File: src/rtl/drum_sample_player.sv
// Drum sample playback sequencer: one ROM word per audio tick, silence when idle.
// Optional looping playback enabled by defining SAMPLE_PLAYER_LOOP_EN.
module drum_sample_player #(
  parameter int ADDR_W      = 16,
  parameter int DATA_W      = 16,
  parameter int SAMPLE_BASE = 0,
  parameter int SAMPLE_LEN  = 48384
) (
  input  logic                clk,
  input  logic                reset_n,
  input  logic                sample_tick,
  input  logic                trigger,
  input  logic                stop,
`ifdef SAMPLE_PLAYER_LOOP_EN
  input  logic                loop_en,
`endif
  output logic [ADDR_W-1:0]   mem_address,
  output logic                mem_chipselect,
  output logic                mem_clken,
  output logic [DATA_W/8-1:0] mem_byteenable,
  input  logic [DATA_W-1:0]   mem_readdata,
  output logic [DATA_W-1:0]   sample_out,
  output logic                sample_valid,
  output logic                busy,
  output logic                done,
  output logic                overrun
);

  localparam logic [ADDR_W-1:0] BASE = ADDR_W'(SAMPLE_BASE);
  localparam logic [ADDR_W-1:0] LAST =
    ADDR_W'(SAMPLE_BASE + SAMPLE_LEN - 1);

  typedef enum logic [1:0] {IDLE, PLAY, ISSUE, FETCH} state_t;

  state_t            state;
  logic [ADDR_W-1:0] ptr;
  logic              silent;
  logic              hold;
  logic              wrap;
  logic              pend_trig;
  logic              pend_stop;

  logic              loop;
  logic              trig_now;
  logic              stop_now;
  logic              play_stop;
  logic              go;
  logic              is_last;
  logic [ADDR_W-1:0] start;

`ifdef SAMPLE_PLAYER_LOOP_EN
  assign loop = loop_en;
`else
  assign loop = 1'b0;
`endif

  // Later request wins while a fetch is in flight; trigger beats stop.
  assign trig_now  = trigger | (pend_trig & ~stop);
  assign stop_now  = ~trigger & (stop | pend_stop);
  assign play_stop = stop & ~trigger;
  assign go        = (state == PLAY || trigger) && !play_stop;
  assign start     = trigger ? BASE : ptr;
  assign is_last   = ptr == LAST;

  always_ff @(posedge clk or negedge reset_n) begin
    if (!reset_n) begin
      state          <= IDLE;
      ptr            <= BASE;
      silent         <= 1'b0;
      hold           <= 1'b0;
      wrap           <= 1'b0;
      pend_trig      <= 1'b0;
      pend_stop      <= 1'b0;
      mem_address    <= '0;
      mem_chipselect <= 1'b0;
      mem_clken      <= 1'b0;
      mem_byteenable <= '0;
      sample_out     <= '0;
      sample_valid   <= 1'b0;
      busy           <= 1'b0;
      done           <= 1'b0;
      overrun        <= 1'b0;
    end else begin
      sample_valid <= 1'b0;
      done         <= 1'b0;
      overrun      <= 1'b0;
      unique case (state)
        IDLE, PLAY: begin
          if (trigger) begin
            ptr  <= BASE;
            busy <= 1'b1;
          end
          if (sample_tick) begin
            state  <= ISSUE;
            hold   <= 1'b0;
            silent <= !go;
            if (go) begin
              mem_address    <= start;
              mem_chipselect <= 1'b1;
              mem_clken      <= 1'b1;
              mem_byteenable <= '1;
            end
            if (play_stop) busy <= 1'b0;
          end else if (play_stop) begin
            state <= IDLE;
            busy  <= 1'b0;
          end else if (trigger) begin
            state <= PLAY;
          end
        end
        ISSUE: begin
          state          <= FETCH;
          mem_address    <= '0;
          mem_chipselect <= 1'b0;
          mem_clken      <= 1'b0;
          mem_byteenable <= '0;
          overrun        <= sample_tick;
          pend_trig      <= trig_now;
          pend_stop      <= stop_now;
        end
        FETCH: begin
          overrun   <= sample_tick;
          pend_trig <= trig_now;
          pend_stop <= stop_now;
          if (!hold) begin
            // First FETCH cycle: q is valid now, present it next cycle.
            hold         <= 1'b1;
            sample_valid <= 1'b1;
            sample_out   <= silent ? '0 : mem_readdata;
            done         <= !silent && is_last && !loop
                            && !trig_now && !stop_now;
            wrap         <= loop;
          end else begin
            hold      <= 1'b0;
            pend_trig <= 1'b0;
            pend_stop <= 1'b0;
            if (trig_now) begin
              state <= PLAY;
              ptr   <= BASE;
              busy  <= 1'b1;
            end else if (silent || stop_now || (is_last && !wrap)) begin
              state <= IDLE;
              ptr   <= BASE;
              busy  <= 1'b0;
            end else begin
              state <= PLAY;
              ptr   <= is_last ? BASE : ptr + ADDR_W'(1);
            end
          end
        end
      endcase
    end
  end

endmodule

File: config.mk
export PLATFORM = sky130hd
export DESIGN_NAME = drum_sample_player
export DESIGN_NICKNAME = d
export VERILOG_FILES = /design/src/rtl/drum_sample_player.sv
export SDC_FILE = /design/constraint.sdc
export NUM_CORES = 1
export LEC_CHECK = 0
export BUFFER_PORTS_ARGS = -buffer_cell sky130_fd_sc_hd__buf_2
export CAP_MARGIN = 20
export CORE_MARGIN = 2
export CORE_UTILIZATION = 49
export DETAILED_ROUTE_END_ITERATION = 6
export GPL_TIMING_DRIVEN = 0
export HOLD_SLACK_MARGIN = 0.06
export PLACE_DENSITY = 0.75
export SLEW_MARGIN = 10
export SYNTH_ARGS = -nofsm -noshare
export SYNTH_HDL_FRONTEND = slang
export SYNTH_SLANG_ARGS = --single-unit
File: constraint.sdc
create_clock -name clk -period 1.9 [get_ports clk]
set_input_delay 0.19 -clock clk [delete_from_list [all_inputs] [get_ports clk]]
set_output_delay 0.19 -clock clk [all_outputs]
set_load 0.02 [all_outputs]
Word-level counts from Yosys, hierarchy flattened:

Cells that the tools add are included.

* bits in registers: 61
* output and inout port bits: 40
* word-level logic and storage cells: 98

* add/sub/neg operators: 1
* eq/ne operators: 10
* multiplexer cells: 40
* bitwise logic cells: 8
* reduce and logical (&&, ||, !) cells: 25

Operators by type and width (number)
* 16-bit 2-to-1 mux: 8
* 16-bit case mux with 2 select lines: 2
* 1-bit 2-to-1 mux: 17
* 16-bit by 1-bit adder with 16-bit output (second input constant): 1
* 16-bit == test (second input constant): 1
* 2-bit 2-to-1 mux: 6
* 1-bit case mux with 2 select lines: 5
* 2-bit AND reduction: 5
* 2-bit != test (second input constant): 3
* 3-bit != test (second input constant): 2
* 2-bit case mux with 3 select lines: 1
* 2-bit nonzero test: 3
* 1-bit logical NOT: 5
* 2-bit == test (second input constant): 2
* 1-bit logical AND: 4
* 4-bit != test (second input constant): 1
* 2-bit case mux with 2 select lines: 1
* 4-bit AND reduction: 1
* 2-bit OR reduction: 2
* 1-bit AND: 3
* 1-bit logical OR: 3
* 1-bit NOT: 3
* 3-bit AND reduction: 1
* 2-bit by 1-bit == test with 1-bit output (second input constant): 1
* 2 further kinds: 3

Depth between registers and ports, before layout:

Gate-level depths: netlist (run 1).

* depth in word-level cells: 8
* depth in mapped cells: 7

Least setup slack after synthesis (run 1):

Ideal clock, no wire load.

* path type: register to register
* from: register ptr[9]
* to: register ptr[11]
* arrival time: 1726 ps
* slack: 31 ps
* cell stages (with the launch flop): 8
* period minus slack after synthesis: 1869 ps
* path through: dfrtp_1 -> buf_6 -> or4b_4 -> nor4_4 -> nor3b_2 -> buf_6 -> a41oi_2 -> a31oi_1

* cells in the longest elaborated chain, start to end: 6
* elaborated cells on any way between the ends: 8
* those cells by class: 1 x add/sub; 1 x eq/ne; 5 x mux; 1 x reduce/logical

Ends and longest elaborated chain
* start: declaration: RTL line 36 `logic [ADDR_W-1:0] ptr;`
* start signal: assignment: RTL line 147 `ptr <= is_last ? BASE : ptr + ADDR_W'(1);`
* 16-bit by 1-bit adder with 16-bit output or 16-bit == test (tied branches): RTL line 147, 63
* 16-bit 2-to-1 mux or 1-bit logical OR (tied branches): RTL line 147, 141
* 16-bit 2-to-1 mux (*): RTL line 141 `end else if (silent || stop_now || (is_last && !wrap)) begin`
* 16-bit 2-to-1 mux (*): RTL line 137 `if (trig_now) begin`
* 16-bit 2-to-1 mux (*): RTL line 125 `if (!hold) begin`
* 16-bit case mux with 2 select lines (*): RTL line 87 `unique case (state)`

Every way passes the cells marked *; elsewhere a longest branch is shown, timed or not. The select of a mux whose other input is x is not followed.
A chain may end at the register's enable or synchronous reset.

Worst setup path in the final report (run 1):

* from: register ptr[14]
* to: register ptr[3]

* cells in the longest elaborated chain, start to end: 6
* elaborated cells on any way between the ends: 7
* those cells by class: 1 x eq/ne; 5 x mux; 1 x reduce/logical

Ends and longest elaborated chain
* 16-bit == test (*): RTL line 63 `assign is_last = ptr == LAST;`
* 16-bit 2-to-1 mux or 1-bit logical OR (tied branches): RTL line 147, 141
* 16-bit 2-to-1 mux (*): RTL line 141
* 16-bit 2-to-1 mux (*): RTL line 137
* 16-bit 2-to-1 mux (*): RTL line 125
* 16-bit case mux with 2 select lines (*): RTL line 87

Marked as above.

==> results by group, run 1 <==
Run status
  • Status: finished, final reports clean

Routing
  • Drt initial violations: 194
  • DRC viols: 0
  • Vias per std cell: 5.582
  • Post-DRT Antenna Nets: 0
  • WL final: 7145 um
  • Pre-antenna DRT Iters: 4
  • Vias: 2579
  • Drt wl/cell: 15.47 um

Floorplan
  • I/O pin total: 61
  • Die Y: 79.97 um
  • Die W: 79.97 um
  • Starting Density: 51.04%
  • Core footprint: 5540 um2
  • Site Rows: 27
  • DIE AREA: 6394 um2

Synthesis
  • Syn Area/Cell: 9.181 um2
  • Synth top area cells: dfrtp_1 52%, nand2_1 7.3%, o21ai_0 5.1%, nand4_1 4.9%, nand2b_1 4.0%
  • Async SR Flop Fraction: 100.0%
  • XOR/XNOR Fraction of Synth Area: 0.6195%
  • Mux contribution to synthesized area: 0.3540%
  • Post-Synthesis Cells: 308
  • Compound-gate portion of the synthesized area: 14.60%
  • Number of synthesized flops with an enable pin: 0
  • Largest family of logic cells by synthesized area: simple AND/OR/NAND/NOR gates
  • Mapped Nets: 330
  • Simple-Gate Fraction of Synth Area: 26.68%
  • Cell accounting for the most synthesized area: dfrtp_1
  • Adder-cell share of the synthesized area: 0.4425%
  • Register area share after synthesis: 52.21%
  • Post-synth top area share: 52.21%
  • Mapped Area: 2828 um2
  • Ys flop type: dfrtp_1
  • #FFs+latches synth: 59
  • Warnings from Yosys: 0
  • Synth cell types: 49

Critical path
  • Crit end category: register
  • CP max stage delay: 540 ps
  • CP required: 2090 ps
  • Critical path cell sequence: or4b_4 -> nor4_4 -> buf_6 -> nor3b_4 -> buf_6 -> a21oi_2 -> a31oi_1
  • Crit-path max FO: 6
  • CP max-delay cell: or4b_4
  • CP Data Arrival Time: 2080 ps
  • CP Class: reg -> reg
  • CP top delay family: simple AND/OR/NAND/NOR gates
  • Worst path most repeated cell: buf_6
  • Critical Path Source Type: register
  • WP buf/inv: 2

Pwr
  • Switching share of power: 38.02%
  • Comb power frac: 35.7%
  • Net Sw Power: 1804 uW
  • Internal: 2940 uW
  • VDD IR max: 0.0006965 V
  • Pleak: 0.001670 uW
  • Sequential share of power: 37.2%
  • Tot Pwr: 4743 uW
  • Clock share of power: 27.1%
  • Pwr/cell area: 1300 nW/um2

Place
  • Dpl cell area: 3216 um2
  • Final HPWL DP: 4799 um
  • Gpl congestion: 0.9120
  • I/O Buffers: 59

STA
  • Worst Skew: 7.303 ps
  • RSZ-0062 raised after global routing: true
  • Final period utilization: 99.63%
  • # setup viols final: 0
  • Final Max Slew Viols: 0
  • Post-layout minimum cycle time: 1893 ps
  • Worst-Margin Slew: 727.3 ps
  • Final hold vios: 0
  • Fmax achieved: 0.5283 GHz
  • Rel. slew slack: 51.51%

Cells and area
  • Share of cells above drive strength 1: 32.31%
  • Fin area: 3649 um2
  • Antenna Cells: 0
  • Final nets: 407
  • Area Overhead vs Synth: 29.03%

Global route
  • Number of global-route vias before repair: 2409
  • Total grt overflow: 0
  • Initial antenna violation count: 0
  • Gr usage total: 23.62%
  • First-pass GRT wire length: 11540 um
  • Largest net degree at the start of global routing: 60

CTS
  • Max Root-Sink Buffers: 2
  • H-tree Lvls: 3
  • # clock sinks: 59
  • Clock-pin slew on the worst setup and hold paths: 70 ps
  • CTS buffer count: 9
  • Clk_lat worst skew: 330 ps
  • Root Buffer: clkbuf_8
  • CTS tree: done

Flow run
  • Max Cap Viol: 0

Hold path
  • Hold crit path type: in -> reg
## cell type report
type	count	area [um2]
clock buffer	12	155.1
fill	441	1892
buffer	18	90.09
inverter	6	22.52
timing repair buffer	73	420.4
clock inverter	4	72.57
sequential	59	1484
tap	72	90.09
multi-input combinational	218	1314
## worst register-to-register path, stage by stage, from the launching register on
cell	delay, ps
dfrtp_1	470
or4b_4	540
nor4_4	170
buf_6	180
nor3b_4	70
buf_6	140
a21oi_2	130
a31oi_1	50
## synth_stat cells (2+ instances only)
cell type	instances
nand2b_1	18
nor4_1	3
o21ai_1	2
or2_2	2
buf_1	2
nor2b_1	4
inv_1	5
buf_6	2
a21oi_1	18
o21ai_0	29
o21a_1	2
buf_4	3
clkbuf_1	17
o22ai_1	2
nor3_1	4
nor2_1	8
dfrtp_1	59
a31oi_1	6
nand3_1	17
nand2_1	55
nand4_1	22
## stage by stage
stage          utilization (%)  setup WS, ps  hold slack, ps  setup TNS [ps]  instances
2_1_floorplan                -         30.67          -105.6               0        308
3_3_place_gp             57.99        -227.7           443.4           -3254        439
3_5_place_dp             58.04        -226.6           300.4           -3178        439
4_1_cts                  64.81        -102.8           92.79           -1107        465
5_1_grt                  65.85        -109.3           111.1          -568.6        462
6_report                 65.85         7.076           104.3               0        462
## sequential cells by signal, summed over array words and instances (netlist names), 2 cells and up
signal / cells
mem_address: 16
ptr: 16
sample_out: 16
state: 2
## kinds of logic after synthesis
logic type / after synthesis
compound gates: 70
xor+xnor: 2
mux: 1
buf+inv: 31
fa+ha+maj: 1
simple gates: 144
flops: 59
## worst paths after layout
path	startpoint	to	slack, ps	cells past startpoint
max	ptr[14]	ptr[3]	7	7
min	mem_readdata[9]	sample_out[9]	100	3
max reg2reg	ptr[14]	ptr[3]	7	7
min reg2reg	sample_out[9]	sample_out[9]	480	2
max in group asynchronous	reset_n	ptr[1]	910	2
min in group asynchronous	reset_n	sample_out[2]	460	2
## power groups by stage
stage | clock network, uW | registers [uW] | logic, uW
floorplan | 0 | 1960 | 899
global placement | 0 | 1700 | 1640
detailed placement | 0 | 1720 | 1680
CTS | 1310 | 1690 | 1740
global route | 1370 | 1790 | 1890
finish | 1290 | 1760 | 1690
## layer usage
layer  vias up  track usage [%]  wire, um
met2       128            36.58      3451
met5         -                0         0
met3        19            5.656       538
met4         0            12.20       156
met1      1186            30.75      2998
li1       1246                -         -
## cells in the final DEF, fill, tap and decap left out, drive strengths merged, types with 2 or more instances in the layout
cell     n
o21ai   31
a21oi   18
nand4   22
clkinv   2
nor2     9
nand3   17
inv      5
buf     78
nor3     5
bufinv   2
nand2   55
a31oi    6
a22o     2
o22ai    2
nor3b    2
a41oi    2
nand2b  18
clkbuf  24
nor2b    4
dfrtp   59
nor4     4
o21a     2
or2      2
## timing repair
item                       4_1_cts  5_1_grt
hold buffers                     1        0
hold endpoints to repair        59        0
resized for setup               22       20
gates cloned                     1        0
setup endpoints to repair       28       46
buffers inserted                 9        3
pin swaps                       12        6
(Power assumes the default switching activity.)
==> run 2, diff against run 1 <==
--- a/config.mk
+++ b/config.mk
@@ -8,11 +8,11 @@
 export BUFFER_PORTS_ARGS = -buffer_cell sky130_fd_sc_hd__buf_2
 export CAP_MARGIN = 20
 export CORE_MARGIN = 2
-export CORE_UTILIZATION = 49
+export CORE_UTILIZATION = 30
 export DETAILED_ROUTE_END_ITERATION = 6
 export GPL_TIMING_DRIVEN = 0
 export HOLD_SLACK_MARGIN = 0.06
-export PLACE_DENSITY = 0.75
+export PLACE_DENSITY = 0.5
 export SLEW_MARGIN = 10
 export SYNTH_ARGS = -nofsm -noshare
 export SYNTH_HDL_FRONTEND = slang
==> run 2 against run 1 <==
Compared with the run above:
- routed wire length is 6.3% higher
- sequential share of layout area is 1.1 points lower
- cell count is 9.7% higher
- final area is 2.8% higher
- first-iteration DRC count stayed put
==> results by group, run 2 (synthesis results as in run 1) <==
Place
  • Final HPWL DP: 5172 um
  • Place WS: -267.6 ps
  • I/O Buffers: 59
  • Placed insts: 478
  • Gpl congestion: 0.8219

Cells and area
  • Largest registers: mem_address: 16 flops, ptr: 16 flops, sample_out: 16 flops
  • Finished Layout Cells: 507
  • Share of cells above drive strength 1: 33.33%
  • Area Overhead vs Synth: 32.61%
  • Final nets: 413
  • Final Util: 40.78%
  • FF/Latch Area: 1484 um2
  • Area occupied by multi-input gates: 1340 um2
  • Antenna Cells: 0
  • Most frequent cells in the layout: 58 x buf_2, 54 x nand2_1, 53 x dfrtp_1, 26 x o21ai_0, 22 x nand4_1
  • Fillers: 929
  • Most common cell after layout, fill and taps aside: buf_2

Routing
  • Drt wl/cell: 14.99 um
  • Vias: 2569
  • Vias per std cell: 5.067
  • WL final: 7598 um
  • Drt initial violations: 194
  • Pre-antenna DRT Iters: 4
  • Post-DRT Antenna Nets: 0
  • DRC viols: 0

CTS
  • CTS tree: done
  • Root Buffer: clkbuf_8
  • Clk_lat worst skew: 330 ps
  • Clock-pin slew on the worst setup and hold paths: 70 ps
  • H-tree Lvls: 3
  • Max Root-Sink Buffers: 2
  • CTS buffer count: 9
  • # clock sinks: 59

STA
  • Rel. slew slack: 49.20%
  • Fmax achieved: 0.5481 GHz
  • RSZ-0062 raised after global routing: true
  • # setup viols final: 0
  • Worst Skew: 11.42 ps
  • Final Max Slew Viols: 0
  • Worst-Margin Slew: 762.1 ps
  • Setup TNS: 0 ps
  • Post-layout minimum cycle time: 1824 ps
  • Final hold vios: 0
  • Post-route setup slack: 75.59 ps
  • Final period utilization: 96.02%

Critical path
  • CP Data Arrival Time: 2010 ps
  • Critical Path Source Type: register
  • Crit end category: register
  • R2R depth: 7
  • Worst reg-to-reg setup slack: 80 ps
  • RR Endpoint: ptr[3]
  • Crit-path max FO: 5
  • CP Class: reg -> reg
  • Crit. Startpoint: ptr[8]
  • Setup crit end: ptr[3]
  • RR Startpoint: ptr[8]
  • CP required: 2080 ps

Pwr
  • Comb power frac: 36.1%
  • Net Sw Power: 1824 uW
  • Switching share of power: 38.42%
  • Sequential share of power: 37.0%
  • Pleak: 0.001722 uW
  • VDD IR max: 0.0003843 V
  • Pwr/cell area: 1266 nW/um2
  • Internal: 2924 uW
  • Clock share of power: 26.9%

Floorplan
  • Starting Density: 30.75%
  • DIE AREA: 10220 um2
  • I/O pin total: 61
  • Die Y: 101.1 um
  • Die W: 101.1 um
  • Site Rows: 35
  • Core footprint: 9196 um2

Global route
  • Gr usage total: 15.19%
  • Number of global-route vias before repair: 2503
  • Total grt overflow: 0
  • Initial antenna violation count: 0
  • Largest net degree at the start of global routing: 60
  • First-pass GRT wire length: 12230 um

Hold path
  • Hold crit path type: in -> reg
  • Min-delay src: mem_readdata[0]

Run status
  • Status: finished, final reports clean

Flow run
  • Max Cap Viol: 0
==> run 2: layout make-up <==
class,instances,area share [%]
sequential,59,39.57
clock buffer,12,3.871
multi-input combinational,219,35.74
inverter,6,0.6006
tap,111,3.704
timing repair buffer,78,12.01
buffer,18,2.536
clock inverter,4,1.969
==> run 2: metal layers <==
layer	track usage (%)	vias to the layer above	share of wire (%)
li1	-	1256	-
met1	19.39	1221	47
met3	4.854	13	5.6
met4	3.742	0	1.3
met5	0	-	0
met2	24.96	79	47
==> run 2: critical path, cell delays in order, from the launching register on <==
cell     delay [ps]
dfrtp_2         420
or4b_4          560
nor4_4          140
buf_4           190
nor3b_4          60
buf_6           140
a21oi_1         120
a31oi_1          60
==> run 2: power groups by stage <==
stage | sequential [uW] | combinational, uW | clock (uW)
2_1_floorplan | 1960 | 899 | 0
3_3_place_gp | 1710 | 1690 | 0
3_5_place_dp | 1720 | 1700 | 0
4_1_cts | 1690 | 1750 | 1310
5_1_grt | 1800 | 1920 | 1370
6_report | 1760 | 1710 | 1280
==> run 2: how the worst min path moves through the flow <==
stage / slack, ps / endpoint / cells past startpoint
final: 100 / sample_out[0] / 3
after global routing: 100 / sample_out[15] / 3
after CTS: 90 / sample_out[0] / 3
after detailed placement: 320 / sample_out[1] / 1
after global placement: 460 / sample_out[5] / 3
after floorplan: -110 / busy / 0
==> run 2: what timing repair did <==
action | CTS | global route
setup endpoints to repair | 28 | 48
hold endpoints to repair | 59 | 0
cloned | 1 | 1
hold buffers | 1 | 0
buffers inserted | 10 | 8
resized for setup | 13 | 34
pin swaps | 9 | 10
==> run 2: stage by stage <==
step | cell area [um2] | hold WS (ps) | total power [uW]
after floorplan | 2828 | -105.6 | 2856
after global placement | 3262 | 455.8 | 3405
after detailed placement | 3264 | 320.9 | 3421
after CTS | 3603 | 91.42 | 4754
after global routing | 3750 | 101.9 | 5089
final | 3750 | 101.1 | 4749
==> run 3, diff against run 2 <==
--- a/config.mk
+++ b/config.mk
@@ -13,6 +13,7 @@
 export GPL_TIMING_DRIVEN = 0
 export HOLD_SLACK_MARGIN = 0.06
 export PLACE_DENSITY = 0.5
+export RECOVER_POWER = 100
 export SLEW_MARGIN = 10
 export SYNTH_ARGS = -nofsm -noshare
 export SYNTH_HDL_FRONTEND = slang
==> constraint.sdc (replaced) <==
create_clock -name clk -period 1.5 [get_ports clk]
set_input_delay 0.15 -clock clk [delete_from_list [all_inputs] [get_ports clk]]
set_output_delay 0.15 -clock clk [all_outputs]
set_load 0.02 [all_outputs]
==> run 3 against run 2 <==
Compared with the run above:
- the run now ends with setup timing left
- sequential cell count did not move
- count of clock-buffer cells in the layout fell by 1
- total power rose by 32%
- register-to-register slack got worse by 530 ps
- routed wire length rose by 5.2%
- sequential power rose by 26%
- final area rose by 5.9%
- clock skew fell by 2.4 ps
- via count rose by 3.2%
==> results by group, run 3 (synthesis results as in run 1) <==
Run status
  • Status: finished with violations
  • Violated checks: setup timing

STA
  • Rel. slew slack: 45.15%
  • Worst-Margin Slew: 822.8 ps
  • Final hold vios: 0
  • Post-layout minimum cycle time: 1950 ps
  • Worst Skew: 9.050 ps
  • Fin Hold WS: 62.92 ps
  • # setup viols final: 26
  • Fmax achieved: 0.5129 GHz
  • Setup TNS: -7123 ps
  • Post-route setup slack: -449.5 ps
  • Final Max Slew Viols: 0
  • Final period utilization: 130.0%
  • RSZ-0062 raised after global routing: true

Routing
  • Drt initial violations: 108
  • Drt wl/cell: 15.34 um
  • Vias: 2652
  • DRC viols: 0
  • Vias per std cell: 5.090
  • Post-DRT Antenna Nets: 0
  • Pre-antenna DRT Iters: 4
  • WL final: 7994 um

Global route
  • Gr usage total: 15.63%
  • GRT met3 Usage: 3.953%
  • Largest net degree at the start of global routing: 60
  • Initial antenna violation count: 0
  • Total grt overflow: 0
  • Number of global-route vias before repair: 2463
  • First-pass GRT wire length: 12540 um
  • Met1 Use GR: 20.60%
  • GR peak layer: met2
  • Grt met2 use: 25.57%

Floorplan
  • Core footprint: 9196 um2
  • Starting Density: 30.75%
  • DIE AREA: 10220 um2
  • I/O pin total: 61
  • Die Y: 101.1 um
  • Die W: 101.1 um
  • Site Rows: 35

Hold path
  • Hold path depth: 3
  • Min-delay src: mem_readdata[3]
  • Hold crit path type: in -> reg

Cells and area
  • Fin area: 3971 um2
  • Most frequent cells in the layout: 55 x dfrtp_1, 52 x nand2_1, 46 x clkbuf_1, 26 x buf_4, 22 x nand4_1
  • Most common cell after layout, fill and taps aside: dfrtp_1
  • Final nets: 428
  • Largest registers: mem_address: 16 flops, ptr: 16 flops, sample_out: 16 flops
  • Final Util: 43.18%
  • Area Overhead vs Synth: 40.44%
  • Share of cells above drive strength 1: 30.00%
  • Antenna Cells: 0

CTS
  • Root Buffer: clkbuf_8
  • Clk_lat worst skew: 340 ps
  • CTS tree: done
  • Max Root-Sink Buffers: 2
  • H-tree Lvls: 3
  • CTS buffer count: 9
  • # clock sinks: 59
  • Clock-pin slew on the worst setup and hold paths: 70 ps

Place
  • Dpl cell area: 3272 um2
  • Final HPWL DP: 5044 um
  • I/O Buffers: 59
  • Gpl congestion: 0.8484

Pwr
  • Tot Pwr: 6263 uW
  • VDD IR max: 0.0005310 V
  • Pleak: 0.001668 uW
  • Pwr/cell area: 1577 nW/um2

Critical path
  • RR Startpoint: ptr[8]
  • Crit-path max FO: 5
  • CP Data Arrival Time: 2160 ps
  • CP required: 1710 ps
  • Crit. Startpoint: ptr[8]
  • Critical Path Source Type: register
  • R2R depth: 7
  • CP Class: reg -> reg
  • Crit end category: register

Flow run
  • Max Cap Viol: 0
==> run 3: area by class of cell <==
cell class / instances / area (um2)
fill: 931 / 5225
sequential: 59 / 1481
multi-input combinational: 219 / 1448
timing repair buffer: 95 / 556.8
clock buffer: 11 / 151.4
tap: 111 / 138.9
buffer: 16 / 98.84
clock inverter: 4 / 73.82
inverter: 6 / 22.52
==> run 3: worst paths after layout <==
kind	endpoint	slack (ps)
max reg2reg	ptr[13]	-450
min in group asynchronous	sample_out[15]	460
min reg2reg	sample_out[9]	480
min	sample_out[3]	60
max	ptr[13]	-450
max in group asynchronous	silent	450
==> run 3: metrics by stage <==
step                      setup slack, ps  instances
after floorplan                    -369.2        308
final                              -449.5        521
after detailed placement           -670.4        478
after global routing               -465.3        521
after CTS                          -474.1        517
after global placement             -669.3        478
==> run 3: routing by layer <==
| layer | part of all wire, % | up-vias | routed length, um |
|---|---|---|---|
| met2 | 48 | 89 | 3809 |
| met4 | 0.90 | 0 | 72 |
| met1 | 46 | 1256 | 3673 |
| li1 | - | 1297 | - |
| met3 | 5.5 | 10 | 440 |
| met5 | 0 | - | 0 |
==> run 3: worst max-delay path, stage by stage (launching register included) <==
cell	delay [ps]
dfrtp_1	410
or4b_4	580
nor4_4	230
buf_6	180
buf_12	120
nor2_4	70
a21oi_2	130
o22ai_1	110
==> run 3: timing repair <==
item                                    in CTS  in global routing
cloned                                       2                  0
hold buffers                                 7                  0
buffers inserted                            19                 10
resized for setup                           49                 45
pin swaps                                   21                 16
endpoints found under the setup margin      54                 55
endpoints found under the hold margin       65                  0
==> run 3: power breakdown <==
group / total (uW) / internal [uW] / switching, uW / leakage, uW
clock: 1660 / 1020 / 647 / 0.000115
combinational: 2390 / 873 / 1520 / 0.000767
sequential: 2210 / 1940 / 265 / 0.000786
